<file path="src/rtl/acc_processor_param.sv">
// acc_processor_param: parametrised two-phase (FETCH/EXEC) accumulator processor
// with a host-loadable instruction memory and register file.
// Optional build macro: TINYPROC_WDOG_EN adds an instruction-budget watchdog
// and the wdog_trip output.
module acc_processor_param #(
  parameter int unsigned DATA_W     = 8,
  parameter int unsigned OPND_W     = 4,
  parameter int unsigned WDOG_LIMIT = 255
) (
  input  logic                clk,
  input  logic                rst,
  input  logic                prog_we,
  input  logic [OPND_W-1:0]   prog_addr,
  input  logic [OPND_W+3:0]   prog_data,
  input  logic                rf_we,
  input  logic [OPND_W-1:0]   rf_addr,
  input  logic [DATA_W-1:0]   rf_wdata,
  input  logic                start,
  output logic                busy,
  output logic                halted,
  output logic [DATA_W-1:0]   acc_out,
  output logic [DATA_W-1:0]   ext_out,
  output logic                cb_out,
  output logic [OPND_W-1:0]   pc_out
`ifdef TINYPROC_WDOG_EN
  ,
  output logic                wdog_trip
`endif
);

  localparam int unsigned INSTR_W = OPND_W + 4;
  localparam int unsigned DEPTH   = 1 << OPND_W;

  typedef enum logic [1:0] {S_IDLE, S_FETCH, S_EXEC, S_HALT} state_t;

  typedef enum logic [3:0] {
    OP_MISC = 4'b0000,
    OP_ADD  = 4'b0001,
    OP_SUB  = 4'b0010,
    OP_MUL  = 4'b0011,
    OP_AND  = 4'b0101,
    OP_XOR  = 4'b0110,
    OP_CMP  = 4'b0111,
    OP_JC   = 4'b1000,
    OP_LDR  = 4'b1001,
    OP_STR  = 4'b1010,
    OP_JMP  = 4'b1011
  } opcode_t;

  state_t              state, state_nx;
  logic [INSTR_W-1:0]  imem [DEPTH];
  logic [DATA_W-1:0]   rf   [DEPTH];
  logic [INSTR_W-1:0]  ir;
  logic [OPND_W-1:0]   pc, pc_nx;
  logic [DATA_W-1:0]   acc, acc_nx;
  logic [DATA_W-1:0]   ext, ext_nx;
  logic                cb, cb_nx;
  logic                rf_st;
  logic                is_hlt;
  logic                ctl_open;
  logic                wdog_hit;
  opcode_t             op;
  logic [OPND_W-1:0]   n;
  logic [DATA_W-1:0]   rval;
  logic [DATA_W:0]     sum, diff, inc, dec;
  logic [2*DATA_W-1:0] prod;

  assign op       = opcode_t'(ir[INSTR_W-1 -: 4]);
  assign n        = ir[OPND_W-1:0];
  assign rval     = rf[n];
  assign is_hlt   = &ir;
  assign ctl_open = (state == S_IDLE) || (state == S_HALT);

  // Carry/borrow is the extra MSB of each widened result.
  assign sum  = {1'b0, acc} + {1'b0, rval};
  assign diff = {1'b0, acc} - {1'b0, rval};
  assign inc  = {1'b0, acc} + (DATA_W+1)'(1);
  assign dec  = {1'b0, acc} - (DATA_W+1)'(1);
  assign prod = {{DATA_W{1'b0}}, acc} * {{DATA_W{1'b0}}, rval};

  assign busy    = (state == S_FETCH) || (state == S_EXEC);
  assign halted  = (state == S_HALT);
  assign acc_out = acc;
  assign ext_out = ext;
  assign cb_out  = cb;
  assign pc_out  = pc;

  // Instruction execution: results of the instruction held in ir.
  always_comb begin
    acc_nx = acc;
    ext_nx = ext;
    cb_nx  = cb;
    pc_nx  = pc + OPND_W'(1);
    rf_st  = 1'b0;
    case (op)
      OP_ADD: {cb_nx, acc_nx} = sum;
      OP_SUB: {cb_nx, acc_nx} = diff;
      OP_MUL: {ext_nx, acc_nx} = prod;
      OP_AND: acc_nx = acc & rval;
      OP_XOR: acc_nx = acc ^ rval;
      OP_CMP: cb_nx = diff[DATA_W];
      OP_JC:  if (cb) pc_nx = n;
      OP_LDR: acc_nx = rval;
      OP_STR: rf_st = 1'b1;
      OP_JMP: pc_nx = n;
      OP_MISC: begin
        case (n)
          OPND_W'(1): acc_nx = {acc[DATA_W-2:0], 1'b0};
          OPND_W'(2): acc_nx = {1'b0, acc[DATA_W-1:1]};
          OPND_W'(3): acc_nx = {acc[DATA_W-2:0], acc[DATA_W-1]};
          OPND_W'(4): acc_nx = {acc[0], acc[DATA_W-1:1]};
          OPND_W'(5): acc_nx = {acc[DATA_W-1], acc[DATA_W-1:1]};
          OPND_W'(6): {cb_nx, acc_nx} = inc;
          OPND_W'(7): {cb_nx, acc_nx} = dec;
          default: ;
        endcase
      end
      default: ;
    endcase
  end

`ifdef TINYPROC_WDOG_EN
  logic [31:0] wdog_cnt;

  assign wdog_hit = ((wdog_cnt + 32'd1) >= WDOG_LIMIT) && !is_hlt;

  // Watchdog: counts EXEC cycles since start, trips into HALT at the budget.
  always_ff @(posedge clk) begin
    if (rst) begin
      wdog_cnt  <= '0;
      wdog_trip <= 1'b0;
    end else if (ctl_open && start) begin
      wdog_cnt  <= '0;
      wdog_trip <= 1'b0;
    end else if (state == S_EXEC) begin
      wdog_cnt <= wdog_cnt + 32'd1;
      if (wdog_hit) wdog_trip <= 1'b1;
    end
  end
`else
  logic unused_wdog;

  assign wdog_hit    = 1'b0;
  assign unused_wdog = (WDOG_LIMIT == 32'd0);
`endif

  // State register.
  always_ff @(posedge clk) begin
    if (rst) state <= S_IDLE;
    else     state <= state_nx;
  end

  // Next-state logic.
  always_comb begin
    state_nx = state;
    case (state)
      S_IDLE,
      S_HALT:  if (start) state_nx = S_FETCH;
      S_FETCH: state_nx = S_EXEC;
      S_EXEC:  state_nx = (is_hlt || wdog_hit) ? S_HALT : S_FETCH;
      default: state_nx = S_IDLE;
    endcase
  end

  // Datapath and register file; host writes only while not running.
  always_ff @(posedge clk) begin
    if (rst) begin
      pc  <= '0;
      acc <= '0;
      ext <= '0;
      cb  <= 1'b0;
      ir  <= '0;
      for (int unsigned i = 0; i < DEPTH; i++) rf[i] <= '0;
    end else begin
      case (state)
        S_IDLE,
        S_HALT: begin
          if (rf_we) rf[rf_addr] <= rf_wdata;
          if (start) pc <= '0;
        end
        S_FETCH: ir <= imem[pc];
        S_EXEC: begin
          acc <= acc_nx;
          ext <= ext_nx;
          cb  <= cb_nx;
          pc  <= pc_nx;
          if (rf_st) rf[n] <= acc;
        end
        default: ;
      endcase
    end
  end

  // Instruction memory write port; contents survive reset.
  always_ff @(posedge clk) begin
    if (prog_we && ctl_open) imem[prog_addr] <= prog_data;
  end

endmodule
</file>
<file path="config.mk">
export PLATFORM = sky130hd
export DESIGN_NAME = acc_processor_param
export DESIGN_NICKNAME = d
export VERILOG_FILES = /design/src/rtl/acc_processor_param.sv
export SDC_FILE = /design/constraint.sdc
export NUM_CORES = 1
export LEC_CHECK = 0
export CORE_ASPECT_RATIO = 0.6
export CORE_MARGIN = 2
export CORE_UTILIZATION = 45
export DETAILED_ROUTE_END_ITERATION = 6
export GPL_TIMING_DRIVEN = 0
export HOLD_SLACK_MARGIN = 0.03
export MAX_ROUTING_LAYER = met4
export PLACE_DENSITY = 0.76
export SETUP_SLACK_MARGIN = 0.2
export SYNTH_ARGS = -nofsm -noshare
export SYNTH_HDL_FRONTEND = slang
export SYNTH_SLANG_ARGS = --single-unit
export TNS_END_PERCENT = 50
</file>
<file path="constraint.sdc">
create_clock -name clk -period 5 [get_ports clk]
set_input_delay 1 -clock clk [delete_from_list [all_inputs] [get_ports clk]]
set_output_delay 1 -clock clk [all_outputs]
set_load 0.05 [all_outputs]
</file>
==> out/summary.txt, run 1 <==
status - finished, violations left
failing checks - setup timing
Die Area - 37400 µm²
GRT Total Usage - 27.8%
WHS - 0.465 ns
count leader, synth - edfxtp_1
CP bufs+invs - 5
Area Growth Syn to Fin - 19.4%
Largest delay share family, worst path - adder cells
number of global-route vias before repair - 11389
Logic pwr share - 18.0%
WP data arrival - 5.96 ns
Routed Antenna Nets - 0
Core Footprint - 35100 µm²
CP Launch Type - flip-flop
gr ovfl total - 0
Hold Crit Class - flip-flop to flip-flop
htree depth - 1
Inserted Clock Buffers - 26
port bufs - 50
fmax - 182 MHz
Final Skew - 0.0231 ns
Syn Std Cell Area - 16100 µm²
DRC - 0
FF+latch count, synth - 287
CTS tree - built
Unique masters post-synth - 85
CP max FO - 5
Mapped Cells - 1319
Pwr Total - 6.14 mW
Initial Util - 45.9%
Worst VDD drop - 0.357 mV
cell leakage power - 6.85 nW
Final Slew Violations - 0
R2R depth - 20
endpoints failing hold - 0
Routed WL - 49.7 mm
Final Setup Violations - 10
MaxCap Viol Count - 0
worst skew pair latency - 0.58 ns
initial antenna violation count - 0
Starting DRT DRC Count - 1856
Tcrit/Tclk final - 110%
global placer's final weighted congestion - 0.995
Nets - 1566
Synth area leader - edfxtp_1
most frequent cells after synthesis - 256 x edfxtp_1, 229 x nor2_1, 87 x inv_1
setup ws final - -0.495 ns
YS warnings - 0
drt wl/cell - 25.8 µm
RSZ-0062 raised after global routing - yes
hold depth - 2
Synth Net Count - 1444
n_diodes - 0
io pins - 52
Sw Pwr - 1.66 mW
Top FF cell, synth - edfxtp_1
first-pass GRT wire length - 73.5 mm
drt pass-1 iters - 5
Clock power frac - 37.9%
Placement Setup Slack - -1.07 ns
chip height - 151 µm
Crit. path cell count - 20
Sinks on Clock Net - 287
sw frac - 27.0%
Slew @ Worst Pin - 1.21 ns
via count - 11951
# rows - 53
DR vias/cell - 6.20
Reg clk slew, reported paths - 0.07 ns
fin crit period - 5.49 ns
Crit path largest cell delay - 0.55 ns
Slew HR - 18.4%
post-DP HPWL - 36.2 mm
CTS Hold Bufs - 0
slowest CP cell - fa_2
root buf cell - clkbuf_16
Seq/Total Area, Yosys - 51.6%
critical path, cell by cell - buf_12 -> mux4_2 -> a22oi_2 -> nand2_4 -> buf_6 -> buf_6 -> and2_4 -> fa_1 -> ha_4 -> inv_2 -> fa_2 -> fa_1 -> inv_2 -> ha_4 -> a21o_1 -> nor3_2 -> nand3b_1 -> o21ai_1 -> or3_4 -> o31a_1
kind of end point of the critical path - flip-flop
Data required, critical path - 5.46 ns
Setup CP Type - flip-flop to flip-flop
number of synthesized flops with an enable pin - 256
layout cells sized above 1 - 22.0%
internal power - 4.48 mW
Die X - 248 µm
ys async rst share - 0%
PwrDens - 319 nW/µm²
ranking of synthesized cells by area - edfxtp_1 48%, mux4_2 8.9%, nor2_1 5.3%
pin count of the biggest net entering global routing - 17
Synth top area share - 47.7%
Seq pwr share - 44.1%
clk buf depth - 3
Synth Area per Inst - 12.2 µm²
## state kept, by name, indices dropped and copies added (netlist names)
register	flops
state	2
imem	128
acc_out	8
pc_out	4
ext_out	8
cb_out	1
rf	128
ir	8
## metrics by stage
stage | std cells | instance area [µm²] | utilization, % | TNS [ns]
after global routing | 1928 | 19200 | 54.7 | -5.21
final | 1928 | 19200 | 54.7 | -3.55
after floorplan | 1319 | 16300 | - | 0
after CTS | 1914 | 19000 | 54.2 | -2.51
after global placement | 1836 | 17300 | 49.3 | -9.41
after detailed placement | 1836 | 17300 | 49.3 | -9.85
## cell type report
| type | instances | area (µm²) |
|---|---|---|
| plain buffers | 70 | 485 |
| clock buffers | 27 | 654 |
| clock inverters | 21 | 342 |
| fillers | 2886 | 15900 |
| inverters | 89 | 352 |
| multi-input cells | 873 | 7560 |
| flip-flops and latches | 287 | 8320 |
| well taps | 467 | 584 |
| repair buffers | 94 | 950 |
## worst register-to-register path: stages, from the launching register on
cell	delay, ns
dfxtp_4	0.41
buf_12	0.16
mux4_2	0.51
a22oi_2	0.29
nand2_4	0.19
buf_6	0.18
buf_6	0.11
and2_4	0.15
fa_1	0.50
ha_4	0.29
inv_2	0.03
fa_2	0.55
fa_1	0.44
inv_2	0.08
ha_4	0.20
a21o_1	0.23
nor3_2	0.18
nand3b_1	0.16
o21ai_1	0.09
or3_4	0.37
o31a_1	0.25
## logic make-up (layout without fill, tap and decap cells)
kind of cell,count (synthesis),after routing,synth area share (%)
AO/OA/AOI/OAI,213,213,9.51
flip-flops,287,287,51.6
buffers and inverters,159,301,4.38
AND/OR/NAND/NOR,441,441,12.4
multiplexers,103,103,11.8
adder cells (fa/ha/maj),96,96,9.22
XOR/XNOR,20,20,1.09
## routing by layer
metal  routed length (µm)  share of wire (%)  track usage [%]  up-vias
met5                    0                  0                -        -
met4                  977                2.0             4.85        0
met3                 7210                 15             7.65       81
met2                20100                 41             36.8      788
met1                21400                 43             42.5     5985
li1                     -                  -                -     5097
## power groups by stage
stage	clock [mW]	sequential (mW)	combinational [mW]
2_1_floorplan	0	2.75	0.573
3_3_place_gp	0	2.75	0.884
3_5_place_dp	0	2.75	0.891
4_1_cts	2.33	2.71	1.03
5_1_grt	2.42	2.71	1.15
6_report	2.33	2.71	1.10
## cell usage in the layout (no fill, tap or decap), types with 10 or more instances in the layout
cell / netlist / routed
nor2_1: 229 / 224
nand2_1: 80 / 74
inv_2: 1 / 10
dfxtp_1: 31 / 28
buf_6: 7 / 14
inv_1: 87 / 72
nor3_1: 16 / 12
xnor2_1: 14 / 12
o22ai_1: 11 / 11
buf_2: 27 / 21
clkbuf_16: 0 / 26
ha_1: 58 / 47
ha_4: 0 / 10
o21ai_0: 35 / 26
fa_1: 38 / 34
nor2b_1: 13 / 11
o21a_1: 15 / 15
a21oi_1: 42 / 37
a22oi_1: 15 / 11
nand2_2: 10 / 14
edfxtp_1: 256 / 256
clkbuf_1: 26 / 23
clkdlybuf4s50_1: 0 / 50
mux4_2: 64 / 64
buf_4: 6 / 34
nand3_1: 21 / 20
mux2i_1: 26 / 22
nand2b_1: 20 / 20
## final timing paths
check / end / startpoint / slack, ns
worst max-delay path: acc_out[7] / ir[0] / -0.49
worst min-delay path: ext_out[4] / ext_out[4] / 0.47
worst max register to register: acc_out[7] / ir[0] / -0.49
worst min register to register: ext_out[4] / ext_out[4] / 0.47
## repair_timing
item / CTS / global route
cloned: 2 / 0
gates resized for setup: 103 / 15
endpoints found under the setup margin: 12 / 12
setup buffers: 28 / 13
pin swaps: 44 / 24
No activity file was read; power rests on OpenSTA's default activity.
==> inputs of run 2 (changes only) <==
--- a/config.mk
+++ b/config.mk
@@ -6,7 +6,7 @@
 export NUM_CORES = 1
 export LEC_CHECK = 0
 export CORE_ASPECT_RATIO = 0.6
-export CORE_MARGIN = 2
+export CORE_MARGIN = 3
 export CORE_UTILIZATION = 45
 export DETAILED_ROUTE_END_ITERATION = 6
 export GPL_TIMING_DRIVEN = 0
==> constraint.sdc (replaced) <==
create_clock -name clk -period 4.5 [get_ports clk]
set_input_delay 0.9 -clock clk [delete_from_list [all_inputs] [get_ports clk]]
set_output_delay 0.9 -clock clk [all_outputs]
set_load 0.05 [all_outputs]
==> out/summary.txt, run 2 (synthesis results as in run 1) <==
WP data arrival - 5.89 ns (-0.07 ns)
placed cells - 1828 (-0.44%)
Largest regs - imem x128, rf x128
R2R Path End - ext_out[7]
Reg clk slew, reported paths - 0.07 ns (about the same)
Routed WL - 47.5 mm (-4.5%)
Tcrit/Tclk final - 122% (+12 points)
n_diodes - 0 (unchanged)
Final Skew - 0.0315 ns (+0.00846 ns)
number of global-route vias before repair - 11229 (-1.4%)
Initial Util - 46.7% (+0.88 points)
Starting DRT DRC Count - 1728 (-6.9%)
initial antenna violation count - 0 (unchanged)
cell leakage power - 6.68 nW (-2.6%)
# fillers - 2803 (-2.9%)
RSZ-0062 raised after global routing - yes
Sinks on Clock Net - 287 (unchanged)
MaxCap Viol Count - 0 (unchanged)
Area Growth Syn to Fin - 16.5%
clk buf depth - 3 (unchanged)
Slew @ Worst Pin - 1.21 ns (-0.00295 ns)
R2R depth - 21 (+5.0%)
Largest delay share family, worst path - adder cells
drt wl/cell - 25.0 µm (-3.1%)
Final Setup Violations - 12 (+2)
Worst VDD drop - 0.339 mV (-4.9%)
worst hold endpoint - ext_out[2]
GRT Total Usage - 25.6% (-2.2 points)
# rows - 52 (-1.9%)
Hold Crit Class - flip-flop to flip-flop
pin count of the biggest net entering global routing - 17 (unchanged)
Nets - 1547 (-1.2%)
worst skew pair latency - 0.57 ns (about the same)
first-pass GRT wire length - 72.1 mm (-1.8%)
CTS tree - built
CP Launch Type - flip-flop
hold depth - 2 (unchanged)
Non-Filler Instances - 1901 (-1.4%)
Inserted Clock Buffers - 28 (+7.7%)
Final Util - 54.4% (-0.31 points)
root buf cell - clkbuf_16
post-DP HPWL - 34.6 mm (-4.5%)
fmax - 182 MHz (+0.25%)
fin crit period - 5.48 ns (-0.0136 ns)
via count - 11682 (-2.3%)
worst hold start - ext_out[2]
critical path, cell by cell - buf_8 -> buf_4 -> buf_4 -> mux2i_2 -> a221oi_2 -> mux2_4 -> inv_4 -> nor2_1 -> fa_1 -> fa_1 -> fa_1 -> inv_1 -> fa_1 -> inv_1 -> ha_4 -> o21ai_1 -> o2bb2ai_2 -> a211oi_2 -> o221ai_1 -> xnor2_1 -> a211oi_2
cell mode on critical path - fa_1
failing checks - setup timing
setup TNS - -8.60 ns (-5.05 ns)
DRC - 0 (unchanged)
RR Startpoint - ir[2]
gr ovfl total - 0 (unchanged)
Crit. path cell count - 21 (+5.0%)
Worst R2R Setup Slack - -0.98 ns (-0.49 ns)
io pins - 52 (unchanged)
WHS - 0.456 ns (-0.00876 ns)
port bufs - 50 (unchanged)
setup ws final - -0.981 ns (-0.486 ns)
Final Slew Violations - 0 (unchanged)
drt pass-1 iters - 7 (+2)
layout cells sized above 1 - 20.0% (-2.0 points)
CP max FO - 10 (+5)
endpoints failing hold - 0 (unchanged)
Setup CP Type - flip-flop to flip-flop
Die Area - 38200 µm² (+2.1%)
Slew HR - 18.6% (+0.20 points)
CP bufs+invs - 6 (+1)
Core Footprint - 34500 µm² (-1.9%)
Data required, critical path - 4.90 ns (-0.56 ns)
commonest non-fill, non-tap cells in the layout - 256 x edfxtp_1, 223 x nor2_1, 74 x nand2_1
Placement Setup Slack - -1.52 ns (-0.448 ns)
Routed Antenna Nets - 0 (unchanged)
PwrDens - 340 nW/µm² (+6.8%)
slowest CP cell - fa_1
DR vias/cell - 6.15 (-0.86%)
htree depth - 1 (unchanged)
chip height - 153 µm (+1.3%)
most common cell after layout, fill and taps aside - edfxtp_1
Crit path largest cell delay - 0.56 ns (about the same)
status - finished, violations left
kind of end point of the critical path - flip-flop
Die X - 250 µm (+0.81%)
global placer's final weighted congestion - 0.988 (-0.68%)
-- run 2: changes by cell type in the layout (fill, tap and decap cells not counted), moves of 3 or more --
cell | before | now
clkbuf_16 | 26 | 29
fa_1 | 34 | 37
o21ai_1 | 9 | 13
buf_4 | 34 | 22
fa_2 | 4 | 1
bufinv_16 | 8 | 0
buf_8 | 4 | 1
clkbuf_1 | 23 | 29
-- run 2: metal layers --
metal | global-route usage, % | routed length, µm | vias to the layer above
li1 | - | - | 5052
met1 | 40.1 | 21200 | 5868
met2 | 34.0 | 19500 | 690
met3 | 6.00 | 5910 | 72
met4 | 4.36 | 901 | 0
met5 | - | 0 | -
-- run 2: layout make-up --
| class | count | area [µm²] | area share (%) |
|---|---|---|---|
| Clock inverter | 13 | 78.8 | 0.420 |
| Tap cell | 459 | 574 | 3.06 |
| Buffer | 70 | 484 | 2.58 |
| Inverter | 89 | 348 | 1.85 |
| Multi-Input combinational cell | 873 | 7500 | 40.0 |
| Clock buffer | 37 | 766 | 4.08 |
| Sequential cell | 287 | 8320 | 44.3 |
| Timing Repair Buffer | 73 | 699 | 3.73 |
-- run 2: repair_timing --
item	4_1_cts	5_1_grt
setup endpoints to repair	16	14
buffers inserted	17	5
pin swaps	10	5
hold buffers	0	0
gates resized for setup	71	31
-- run 2: worst max path at each step --
| stage | from | to |
|---|---|---|
| 6_report | ir[2] | ext_out[7] |
| 2_1_floorplan | ir[0] | ext_out[7] |
| 4_1_cts | ir[0] | acc_out[7] |
| 5_1_grt | ir[2] | ext_out[7] |
| 3_3_place_gp | ir[1] | acc_out[5] |
| 3_5_place_dp | ir[2] | acc_out[5] |
-- run 2: worst min-delay path, cell delays in order (launching register included) --
cell,delay [ns]
dfxtp_1,0.31
nand2_1,0.05
a21oi_1,0.05
-- run 2: stage by stage --
stage / total power [mW] / area, µm²
6_report: 6.39 / 18800
5_1_grt: 6.59 / 18800
4_1_cts: 6.32 / 18600
3_5_place_dp: 4.04 / 17300
3_3_place_gp: 4.03 / 17300
2_1_floorplan: 3.69 / 16300
-- run 2: report_power, final --
group | switching (mW) | internal (mW)
Clock | 1.03 | 1.20
Sequential | 0.0341 | 2.97
Combinational | 0.720 | 0.432
Total | 1.79 | 4.60
==> RTL edit (config.mk and constraints of run 1) <==
Add a define of `TINYPROC_WDOG_EN`.
--- a/src/rtl/acc_processor_param.sv
+++ b/src/rtl/acc_processor_param.sv
@@ -2,6 +2,8 @@
 // with a host-loadable instruction memory and register file.
 // Optional build macro: TINYPROC_WDOG_EN adds an instruction-budget watchdog
 // and the wdog_trip output.
+`define TINYPROC_WDOG_EN
+
 module acc_processor_param #(
   parameter int unsigned DATA_W     = 8,
   parameter int unsigned OPND_W     = 4,
Check against the original RTL (old outputs only; new: wdog_trip): no difference found for any inputs over 4 cycles, from zero or initial values and one cycle with rst high; that may be too few to reach the edited logic, so the function may still have changed.
==> RTL edit against run 1 <==
The run ends with DRC, setup timing left. Sequential cell count increased by 33. Routed wire length down 2.1%. Worst setup slack got worse by 0.18 ns. Highest routed layer unchanged. Power up 0.33%. First-iteration DRC count decreased by 11%. Design area up 5.4%. Fmax decreased by 3.2%. Combinational power down 11%. Clock skew up 0.0065 ns. Area after synthesis rose by 8.5%. Final cell count up 9.9%. Sequential power grew 9.6%.
==> RTL edit: results (changes against run 1) <==
* Worst reg2reg path endpoint: ext_out[6]
* Pre-CTS setup slack at -1.11 ns (-0.0467 ns)
* Met3 WL at 6.57 mm (-8.9%)
* DR WL met2 at 19.2 mm (-4.4%)
* Maximum vdd drop at 349 µV (-2.1%)
* Fin nets at 1711 (+9.3%)
* Power Density at 303 nW/µm² (-4.8%)
* Routed WL per cell at 23.0 µm (-11%)
* GPL Wtd Cong at 0.981 (-1.4%)
* DP HPWL at 35.9 mm (-0.72%)
* Router iterations before antenna repair at 7 (+2)
* Tot GR Track Use at 0.252 (-0.0252)
* Final worst slack at -0.676 ns (-0.181 ns)
* DR iter-0 viols at 1645 (-11%)
* Leakage at 7.26 nW (+5.9%)
* Worst path arrival time at 6.15 ns (+0.19 ns)
* Largest net degree at the start of global routing at 18 (+1)
* Post-Synth Adder-Cell Area at 0.0864 (-0.00579)
* Post-Route Setup TNS at -6.02 ns (-2.47 ns)
* Sequential share of the synthesized area at 0.513 (-0.00258)
* CP max-delay cell: mux4_2
* I/O Buffers at 51 (+2.0%)
* Layout cells sized above 1 at 0.150 (-0.0697)
* Vias in the first global route at 12231 (+7.4%)
* Clock buffer count from CTS at 30 (+15%)
* Commonest cells post-synth: 264 x nor2_1, 256 x edfxtp_1, 80 x mux4_2
* Min-Delay Endpoint: ext_out[6]
* Cell Area, Placed at 18800 µm² (+8.4%)
* HP Start: ext_out[6]
* Status: complete, but fails checks
* Synth Area per Inst at 11.9 µm² (-2.7%)
* Worst Reg-to-Reg Cells at 22 (+10%)
* Sw power at 1.70 mW (+2.3%)
* GR Util met1 at 0.378 (-0.0472)
* Hold Slack at 0.477 ns (+0.0116 ns)
* Final cell count without fillers at 2119 (+9.9%)
* Average via count per standard cell at 5.95 (-4.1%)
* Clk power at 2.21 mW (-5%)
* WL met1 at 21.8 mm (+2.0%)
* Final setup viols at 12 (+2)
* Post-synth net total at 1597 (+11%)
* Initial antenna violation count at 1 (+1)
* Worst path max stage delay at 0.64 ns (+0.09 ns)
* Logic gate share of total power at 0.159 (-0.021)
* Netlist cell types at 70 (-18%)
* Largest cells by area after synthesis: edfxtp_1 44%, mux4_2 10%, dfxtp_1 7.3%
* XOR/XNOR share of the synthesized area at 0.0361 (+0.0252)
* Failing checks: DRC, setup timing
* Placed Cells at 2034 (+11%)
* DRC at 10 (+10)
* Met2 Track Usage GR at 0.331 (-0.0374)
* CTS root buf: clkbuf_16
* Clk_lat worst skew at 0.61 ns (+0.03 ns)
* Slew @ Worst Pin at 1.29 ns (+0.0788 ns)
* First-pass GRT wire length at 74.7 mm (+1.6%)
* Maximum fanout along the worst path at 7 (+2)
* Biggest regs: imem (128), rf (128), wdog_cnt (32)
* Compound-Gate Fraction of Synth Area at 0.0666 (-0.0286)
* Worst Skew at 0.0296 ns (+0.00651 ns)
* Met3 usage at 0.0777 (+0.00127)
==> RTL edit: worst max-delay path by stage <==
stage                      from    endpoint  slack [ns]  depth (start not counted)
final                     ir[0]  ext_out[6]       -0.68                         22
after global routing      ir[0]  ext_out[5]       -0.81                         18
after CTS                 ir[0]  ext_out[7]       -0.66                         17
after detailed placement  ir[1]  ext_out[4]       -1.11                         21
after global placement    ir[1]  ext_out[4]       -1.07                         21
after floorplan           ir[0]  ext_out[4]       -0.38                         21
==> RTL edit: layout make-up <==
type                    count  area (µm²)
flip-flops and latches    320        8970
inverters                  71         278
plain buffers              76         395
clock buffers              33         762
fillers                  3197       17700
well taps                 513         642
repair buffers             82         798
multi-input cells        1003        8270
clock inverters            21         165
==> RTL edit: worst max-delay path, delay by kind of cell, from the launching register on <==
family	cells	cell delay (ns)
adder cells (fa/ha/maj)	5	2.20
multiplexers	3	1.38
buffers and inverters	7	0.60
AND/OR/NAND/NOR	4	0.53
AO/OA/AOI/OAI	3	0.45
flip-flops	1	0.37
